===== src/rtl/uart_pkg.sv =====
// uart_pkg: FSM states, frame constants and bit-timing helper; UART_TX_PARITY_EN adds the PARITY state
package uart_pkg;
    localparam int DATA_BITS = 8;
`ifdef UART_TX_PARITY_EN
    typedef enum logic [2:0] {IDLE, START, DATA, PARITY, STOP} state_t;
`else
    typedef enum logic [2:0] {IDLE, START, DATA, STOP} state_t;
`endif
    function automatic int bit_cycles(input int clk_hz, input int baud);
        return clk_hz / baud;
    endfunction
endpackage


===== src/rtl/baud_tick.sv =====
// baud_tick: emits a one-cycle tick every CYCLES clocks, restarted by a synchronous clear
module baud_tick #(
    parameter int CYCLES = 10
) (
    input  logic clk,
    input  logic reset,
    input  logic clear,
    output logic tick
);
    localparam int W = $clog2(CYCLES + 1);
    logic [W-1:0] cnt;
    assign tick = cnt == W'(CYCLES - 1);
    // count up to CYCLES-1, wrapping on the tick or when restarted
    always_ff @(posedge clk or negedge reset) begin
        if (!reset) cnt <= '0;
        else if (clear || tick) cnt <= '0;
        else cnt <= cnt + 1'b1;
    end
endmodule


===== src/rtl/uart_tx_fifo.sv =====
// uart_tx_fifo: byte FIFO feeding an 8N1 UART transmitter; UART_TX_PARITY_EN adds an even-parity bit (8E1)
module uart_tx_fifo
    import uart_pkg::*;
#(
    parameter int CLK_HZ = 100000000,
    parameter int BAUD   = 9600,
    parameter int DEPTH  = 16
) (
    input  logic                     clk,
    input  logic                     reset,
    input  logic                     wr_en,
    input  logic [7:0]               wr_data,
    output logic                     full,
    output logic                     empty,
    output logic [$clog2(DEPTH):0]   count,
    output logic                     overflow,
    output logic                     busy,
    output logic                     tx
);
    localparam int AW = $clog2(DEPTH);
    localparam int CW = AW + 1;
    localparam int BC = bit_cycles(CLK_HZ, BAUD);
    logic [7:0]    mem [DEPTH];
    logic [AW-1:0] wr_ptr, rd_ptr;
    logic [CW-1:0] count_n;
    logic [7:0]    shreg;
    logic [2:0]    bit_idx;
    logic          tick, push, pop;
    state_t        state, state_n;
`ifdef UART_TX_PARITY_EN
    logic          par;
`endif
    assign push    = wr_en && !full;
    assign pop     = !empty && (state == IDLE || (state == STOP && tick));
    assign count_n = count + CW'(push) - CW'(pop);
    assign busy    = state != IDLE;
    baud_tick #(.CYCLES(BC)) u_tick (
        .clk   (clk),
        .reset (reset),
        .clear (pop || state == IDLE),
        .tick  (tick)
    );
    // FIFO pointers, occupancy and registered flags
    always_ff @(posedge clk or negedge reset) begin
        if (!reset) begin
            wr_ptr   <= '0;
            rd_ptr   <= '0;
            count    <= '0;
            full     <= 1'b0;
            empty    <= 1'b1;
            overflow <= 1'b0;
        end else begin
            if (push) wr_ptr <= wr_ptr + 1'b1;
            if (pop) rd_ptr <= rd_ptr + 1'b1;
            count    <= count_n;
            full     <= count_n == CW'(DEPTH);
            empty    <= count_n == '0;
            overflow <= wr_en && full;
        end
    end
    // FIFO storage needs no reset; only slots behind the pointers are ever read
    always_ff @(posedge clk) begin
        if (push) mem[wr_ptr] <= wr_data;
    end
    // state register, shift register and data-bit counter
    always_ff @(posedge clk or negedge reset) begin
        if (!reset) begin
            state   <= IDLE;
            shreg   <= '0;
            bit_idx <= '0;
`ifdef UART_TX_PARITY_EN
            par     <= 1'b0;
`endif
        end else begin
            state <= state_n;
            if (pop) begin
                shreg   <= mem[rd_ptr];
                bit_idx <= '0;
`ifdef UART_TX_PARITY_EN
                par     <= ^mem[rd_ptr];
`endif
            end else if (state == DATA && tick) begin
                shreg   <= shreg >> 1;
                bit_idx <= bit_idx + 1'b1;
            end
        end
    end
    // next state and line level
    always_comb begin
        state_n = state;
        tx      = 1'b1;
        case (state)
            IDLE:  if (!empty) state_n = START;
            START: begin
                tx = 1'b0;
                if (tick) state_n = DATA;
            end
            DATA: begin
                tx = shreg[0];
`ifdef UART_TX_PARITY_EN
                if (tick && bit_idx == 3'(DATA_BITS - 1)) state_n = PARITY;
`else
                if (tick && bit_idx == 3'(DATA_BITS - 1)) state_n = STOP;
`endif
            end
`ifdef UART_TX_PARITY_EN
            PARITY: begin
                tx = par;
                if (tick) state_n = STOP;
            end
`endif
            STOP:    if (tick) state_n = empty ? IDLE : START;
            default: state_n = IDLE;
        endcase
    end
endmodule


===== config.mk =====
export PLATFORM = sky130hd
export DESIGN_NAME = uart_tx_fifo
export DESIGN_NICKNAME = d
export VERILOG_FILES = /design/src/rtl/uart_pkg.sv /design/src/rtl/baud_tick.sv /design/src/rtl/uart_tx_fifo.sv
export SDC_FILE = /design/constraint.sdc
export NUM_CORES = 1
export LEC_CHECK = 0
export ABC_AREA = 0
export BUFFER_PORTS_ARGS = -buffer_cell sky130_fd_sc_hd__buf_2
export CORE_MARGIN = 2
export CORE_UTILIZATION = 50
export CTS_CLUSTER_DIAMETER = 200
export DETAILED_ROUTE_END_ITERATION = 10
export PLACE_DENSITY_LB_ADDON = 0.25
export RECOVER_POWER = 50
export SYNTH_ARGS = -nofsm -noshare
export SYNTH_HDL_FRONTEND = slang
export SYNTH_SLANG_ARGS = --single-unit

===== constraint.sdc =====
create_clock -name clk -period 3.95 [get_ports clk]
set_input_delay 0.5925 -clock clk [delete_from_list [all_inputs] [get_ports clk]]
set_output_delay 0.5925 -clock clk [all_outputs]
set_load 0.03 [all_outputs]

---- Word level (Yosys, flattened, before mapping) ----
Memories as Yosys holds them, arrays and structs flattened.
Cells that the tools add are included.
word-level totals
  memories kept ........................... 1
  word-level logic and storage cells ...... 57
  output and inout port bits .............. 10
  bits of input ports ..................... 11
  memory bits (writable) .................. 128
  bits in registers ....................... 44
cells by class
  add/sub/neg operators ................... 6
  reduce and logical (&&, ||, !) cells .... 16
  equality and inequality tests ........... 10
  muxes and demuxes ....................... 14
memory list
  name  depth  bits a word  rd ports  clocked after memory_dff  wr ports  RTL line            text
  mem   16     8            1         0                         1         uart_tx_fifo.sv:23  logic [7:0] mem [DEPTH];
operator list
  kind                                            count
  2-to-1 mux 3 bit                                6
  2-to-1 mux 8 bit                                2
  adder 14 x 1 -> 14 bit (second input constant)  1
  == test 14 bit (second input constant)          1
  2-to-1 mux 14 bit                               1
  one-hot mux 3 bit (4 select lines)              1
  adder 4 x 1 -> 4 bit (second input constant)    2
  == test 3 x 2 -> 1 bit (second input constant)  2
  logical AND 1 bit                               6
  != test 2 bit (second input constant)           3
  adder 5 x 1 -> 5 bit                            1
  == test 5 bit (second input constant)           1
  logical NOT 5 bit                               1
  subtractor 5 x 1 -> 5 bit                       1
  AND reduction 4 bit                             1
  adder 3 x 1 -> 3 bit (second input constant)    1
  == test 3 x 1 -> 1 bit (second input constant)  1
  == test 3 bit (second input constant)           1
  logical NOT 3 bit                               1
  logical OR 1 bit                                3
  2-to-1 mux 1 bit                                3
  nonzero test 3 bit                              1
  logical NOT 1 bit                               2
  != test 2 x 1 -> 1 bit (second input constant)  1
  2 further kinds                                 2

---- Logic depth before layout (Yosys ltp) ----
  word-level depth ........................ 7
  depth in mapped cells ................... 16
  mapped depth without buffers ............ 15

---- By module ----
Synthesis repeated with hierarchy kept, for this count alone.
second synthesis, totals
  cell total of the unflattened synthesis .. 431
  area, all modules ....................... 7279.5 µm²
by module, submodules not included
  module        sequential area each (µm²)  times used  area an instance (µm²)  cells an instance
  uart_tx_fifo  4570.6                      1           6550.0                  361
  baud_tick     350.3                       1           729.4                   70

---- Worst setup path after synthesis ----
OpenSTA, ideal clock, no wires.
  path kind ............................... register to register
  start point ............................. reg u_tick.cnt[0]
  end point ............................... reg full
  buffers on the path ..................... 1
  slack ................................... 941 ps
  clock period less this slack ............ 3009 ps
  stages on the path, launching flop included .. 15
  arrival ................................. 2936 ps
  setup time .............................. 73 ps
  required time ........................... 3877 ps
  cell sequence ........................... dfrtp_1 -> ha_1 -> and4_1 -> nand4_2 -> o21a_1 -> inv_2 -> buf_4 -> ha_1 -> inv_1 -> ha_1 -> inv_1 -> fa_1 -> inv_1 -> or4_1 -> nor2b_1
on the way
  cells in the longest elaborated chain, start to end .. 6
ends and longest elaborated chain
  element                    RTL line            text
  start, declared            baud_tick.sv:11     logic [W-1:0] cnt;
  start signal, assigned     baud_tick.sv:17     else cnt <= cnt + 1'b1;
  == test 14 bit             baud_tick.sv:12     assign tick = cnt == W'(CYCLES - 1);
  logical AND 1 bit          uart_tx_fifo.sv:34  assign pop = !empty && (state == IDLE || (state == STOP && tick));
  logical OR 1 bit           uart_tx_fifo.sv:34
  logical AND 1 bit          uart_tx_fifo.sv:34
  subtractor 5 x 1 -> 5 bit  uart_tx_fifo.sv:35  assign count_n = count + CW'(push) - CW'(pop);
  named net count_n[1]       uart_tx_fifo.sv:25  logic [CW-1:0] count_n;
  == test 5 bit              uart_tx_fifo.sv:56  full <= count_n == CW'(DEPTH);
  end signal, assigned       uart_tx_fifo.sv:56
  end, declared              uart_tx_fifo.sv:13  output logic full,
The timed path passes the listed nets, and every way through them passes these cells.
A chain may end at the register's enable or synchronous reset.

---- Worst setup path after layout ----
Ends and elaborated chain as after synthesis.

==> results.md <==
- Status: finished with violations
- Violated checks: max-capacitance violations, max-slew violations
- Fin area: between 7000 and 8000 um^2
- Cell row count: 43
- Commonest non-fill, non-tap cells in the layout: 128 x edfxtp_1, 41 x dfrtp_1, 36 x nand2_1, 32 x mux4_2, 25 x nor2_1
- EDFF count, synth: between 100 and 150
- Yosys warns: 0
- Initial core utilization: 0.512
- Clock Latency Late Sink: around 0.43 ns
- Crit share post-route: 0.875
- ANT nets after route: 0
- Drt wl/cell: 19.7 um
- Worst Tran Pin Value: 2.22 ns
- Reg clk slew, reported paths: roughly 0.060 ns
- Clock Skew: about 0.008 ns
- Area growth syn-to-layout: 11.8%
- Final hold violation count: 0
- CP max FO: 13
- Die Ht: 123 um
- Cts bufs inserted: 17
- Placer congestion estimate: between 0.7 and 0.8
- Non-Filler Instances: 651
- Die Footprint: 15200 um^2
- Die X: about 120 um
- Core Box Area: 13900 um^2
- Fraction of layout cells with a size suffix above 1: 0.178
- Residual DRC: 0
- Synthesized area: around 7100 um^2
- Fin. max-slew vios: between 40 and 50
- Cell count after synthesis: between 400 and 500
- Worst path required time: between 4 and 5 ns
- Gr usage total: 0.189
- Placed insts: 619
- Peak VDD IR: between 0.0002 and 0.0003 V
- First-pass GRT wire length: approximately 20 mm
- Seq cells post-synth: 171
- Commonest non-fill, non-tap cell in the layout: edfxtp_1
- Minimum clock period: around 3.5 ns
- Cell variety after synth: 46
- Clock sink count: roughly 170
- Max H-tree Level: 4
- I/O Buffers: 20
- Pwr dens: 570 nW/um^2
- Avg Inst Size Synth: roughly 16 um^2
- Synth Net Count: about 460
- CTS root buffer: clkbuf_16
- Detailed Routing Iterations Pass 1: 4
- Class of the worst hold path: in -> reg
- Kind of critical path: reg -> reg
- CTS tree: yes
- Placed inst area: 7380 um^2
- Sequential share of the synthesized area: 0.692
- CP endpoint kind: flip-flop
- Ant diodes: 0
- Initial DRC count: 224
- Post-CTS Setup Bufs: 0
- Setup TNS: 0 ns
- Via count: around 3700
- Dominant synthesized flop cell: edfxtp_1
- Pleak: between 2 and 3 nW
- Final #Nets: 487
- Worst rel slew slack: -0.479
- Final wirelength: 12.8 mm
- MaxCap Viol Count: 1
- Worst EP arrival: between 3 and 4 ns
- Clock Path Buffers: 2
- RSZ-0062 raised after global routing: false
- Post-CTS Hold Buffers: 0
- Largest net degree at the start of global routing: 44
- Count of final setup violators: 0
- Vias/cell: approximately 5.6
- Vias in the first global route: between 3000 and 4000
- Post-CTS Resized: 0
- DP HPWL: 8.34 mm
- IO Count: 21
- Fmax: around 290 MHz
- Initial antenna violation count: 0
- Fraction of registers with async set or reset after synthesis: 0.251
- Gr ovfl total: 0
- CP startpoint kind: flip-flop
## per-layer routing
layer  GRT usage  vias up  routed length, um
li1            -     1685                  -
met1       0.250     1887               5570
met2       0.297       71               6390
met3      0.0544       19                594
met4      0.0717        0                282
met5           0        -                  0
## report_power, final
| group | internal [mW] | switching, mW | leakage [nW] |
|---|---|---|---|
| logic | 0.241 | 0.412 | 0.957 |
| clock network | 0.948 | 0.696 | 0.286 |
| registers | 2.15 | 0.0853 | 1.69 |
| total | 3.34 | 1.19 | 2.94 |
## final timing paths
check | from | end | slack (ns) | cells past startpoint
worst max-delay path | u_tick.cnt[0] | full | 0.49 | 13
worst min-delay path | wr_en | overflow | 0.39 | 2
worst max register to register | u_tick.cnt[0] | full | 0.49 | 13
worst min register to register | u_tick.cnt[0] | u_tick.cnt[0] | 0.48 | 1
max in group asynchronous | reset | rd_ptr[0] | 1.71 | 1
min in group asynchronous | reset | u_tick.cnt[4] | 0.82 | 1
## per-stage QoR
stage	power (mW)	worst slack [ns]	hold slack (ns)	util
after CTS	4.58	0.472	0.343	0.574
after floorplan	2.70	0.941	0.297	-
final	4.53	0.492	0.392	0.573
after global routing	4.73	0.206	0.413	0.573
after detailed placement	2.93	0.468	0.481	0.532
after global placement	2.90	0.634	0.458	0.532
## final cells by class
| type | instances | area, um^2 |
|---|---|---|
| Sequential cell | 171 | 4920 |
| Timing Repair Buffer | 24 | 128 |
| Fill cell | 1062 | 5930 |
| Clock buffer | 19 | 433 |
| Multi-Input combinational cell | 226 | 2020 |
| Inverter | 18 | 67.6 |
| Clock inverter | 13 | 154 |
| Tap cell | 180 | 225 |
## critical path, cell delays in order, from the launching register on
cell and delay, ns:
dfrtp_1 0.40, ha_1 0.25, and4_1 0.19, nand4_2 0.14
o21a_1 0.43, inv_2 0.20, ha_1 0.32, inv_1 0.06
ha_1 0.16, inv_1 0.06, fa_1 0.47, inv_1 0.05
or4_1 0.55, nor2b_1 0.12
## Yosys cell counts, types with 6 or more instances
library cell | count | area [um^2]
nor2_1 | 25 | 93.8
ha_1 | 17 | 213
a22oi_1 | 14 | 105
xor2_1 | 9 | 78.8
inv_1 | 17 | 63.8
dfrtp_1 | 42 | 1050
xnor2_1 | 11 | 96.3
nand2_1 | 36 | 135
and2_1 | 18 | 113
a21oi_1 | 6 | 30.0
mux4_2 | 32 | 721
edfxtp_1 | 128 | 3840
clkbuf_1 | 7 | 26.3
a31oi_1 | 7 | 43.8
## flip-flops by register name, indices dropped and copies added (netlist names), 2 cells and up
register and flops:
wr_ptr 4, count 5, mem 128, u_tick.cnt 14, shreg 8, rd_ptr 4, bit_idx 3, state 2
## cells by family (layout without fill, tap and decap cells)
family	Yosys count	count (layout)	synth area share
buffers and inverters	35	74	0.0236
muxes	37	37	0.109
AOI/OAI and AO/OA	41	41	0.0394
adders and majority gates	18	18	0.0327
xor gates and xnor gates	20	20	0.0246
DFF	171	171	0.692
and+or+nand+nor	110	110	0.0781
Power figures use the tool's default switching activity.
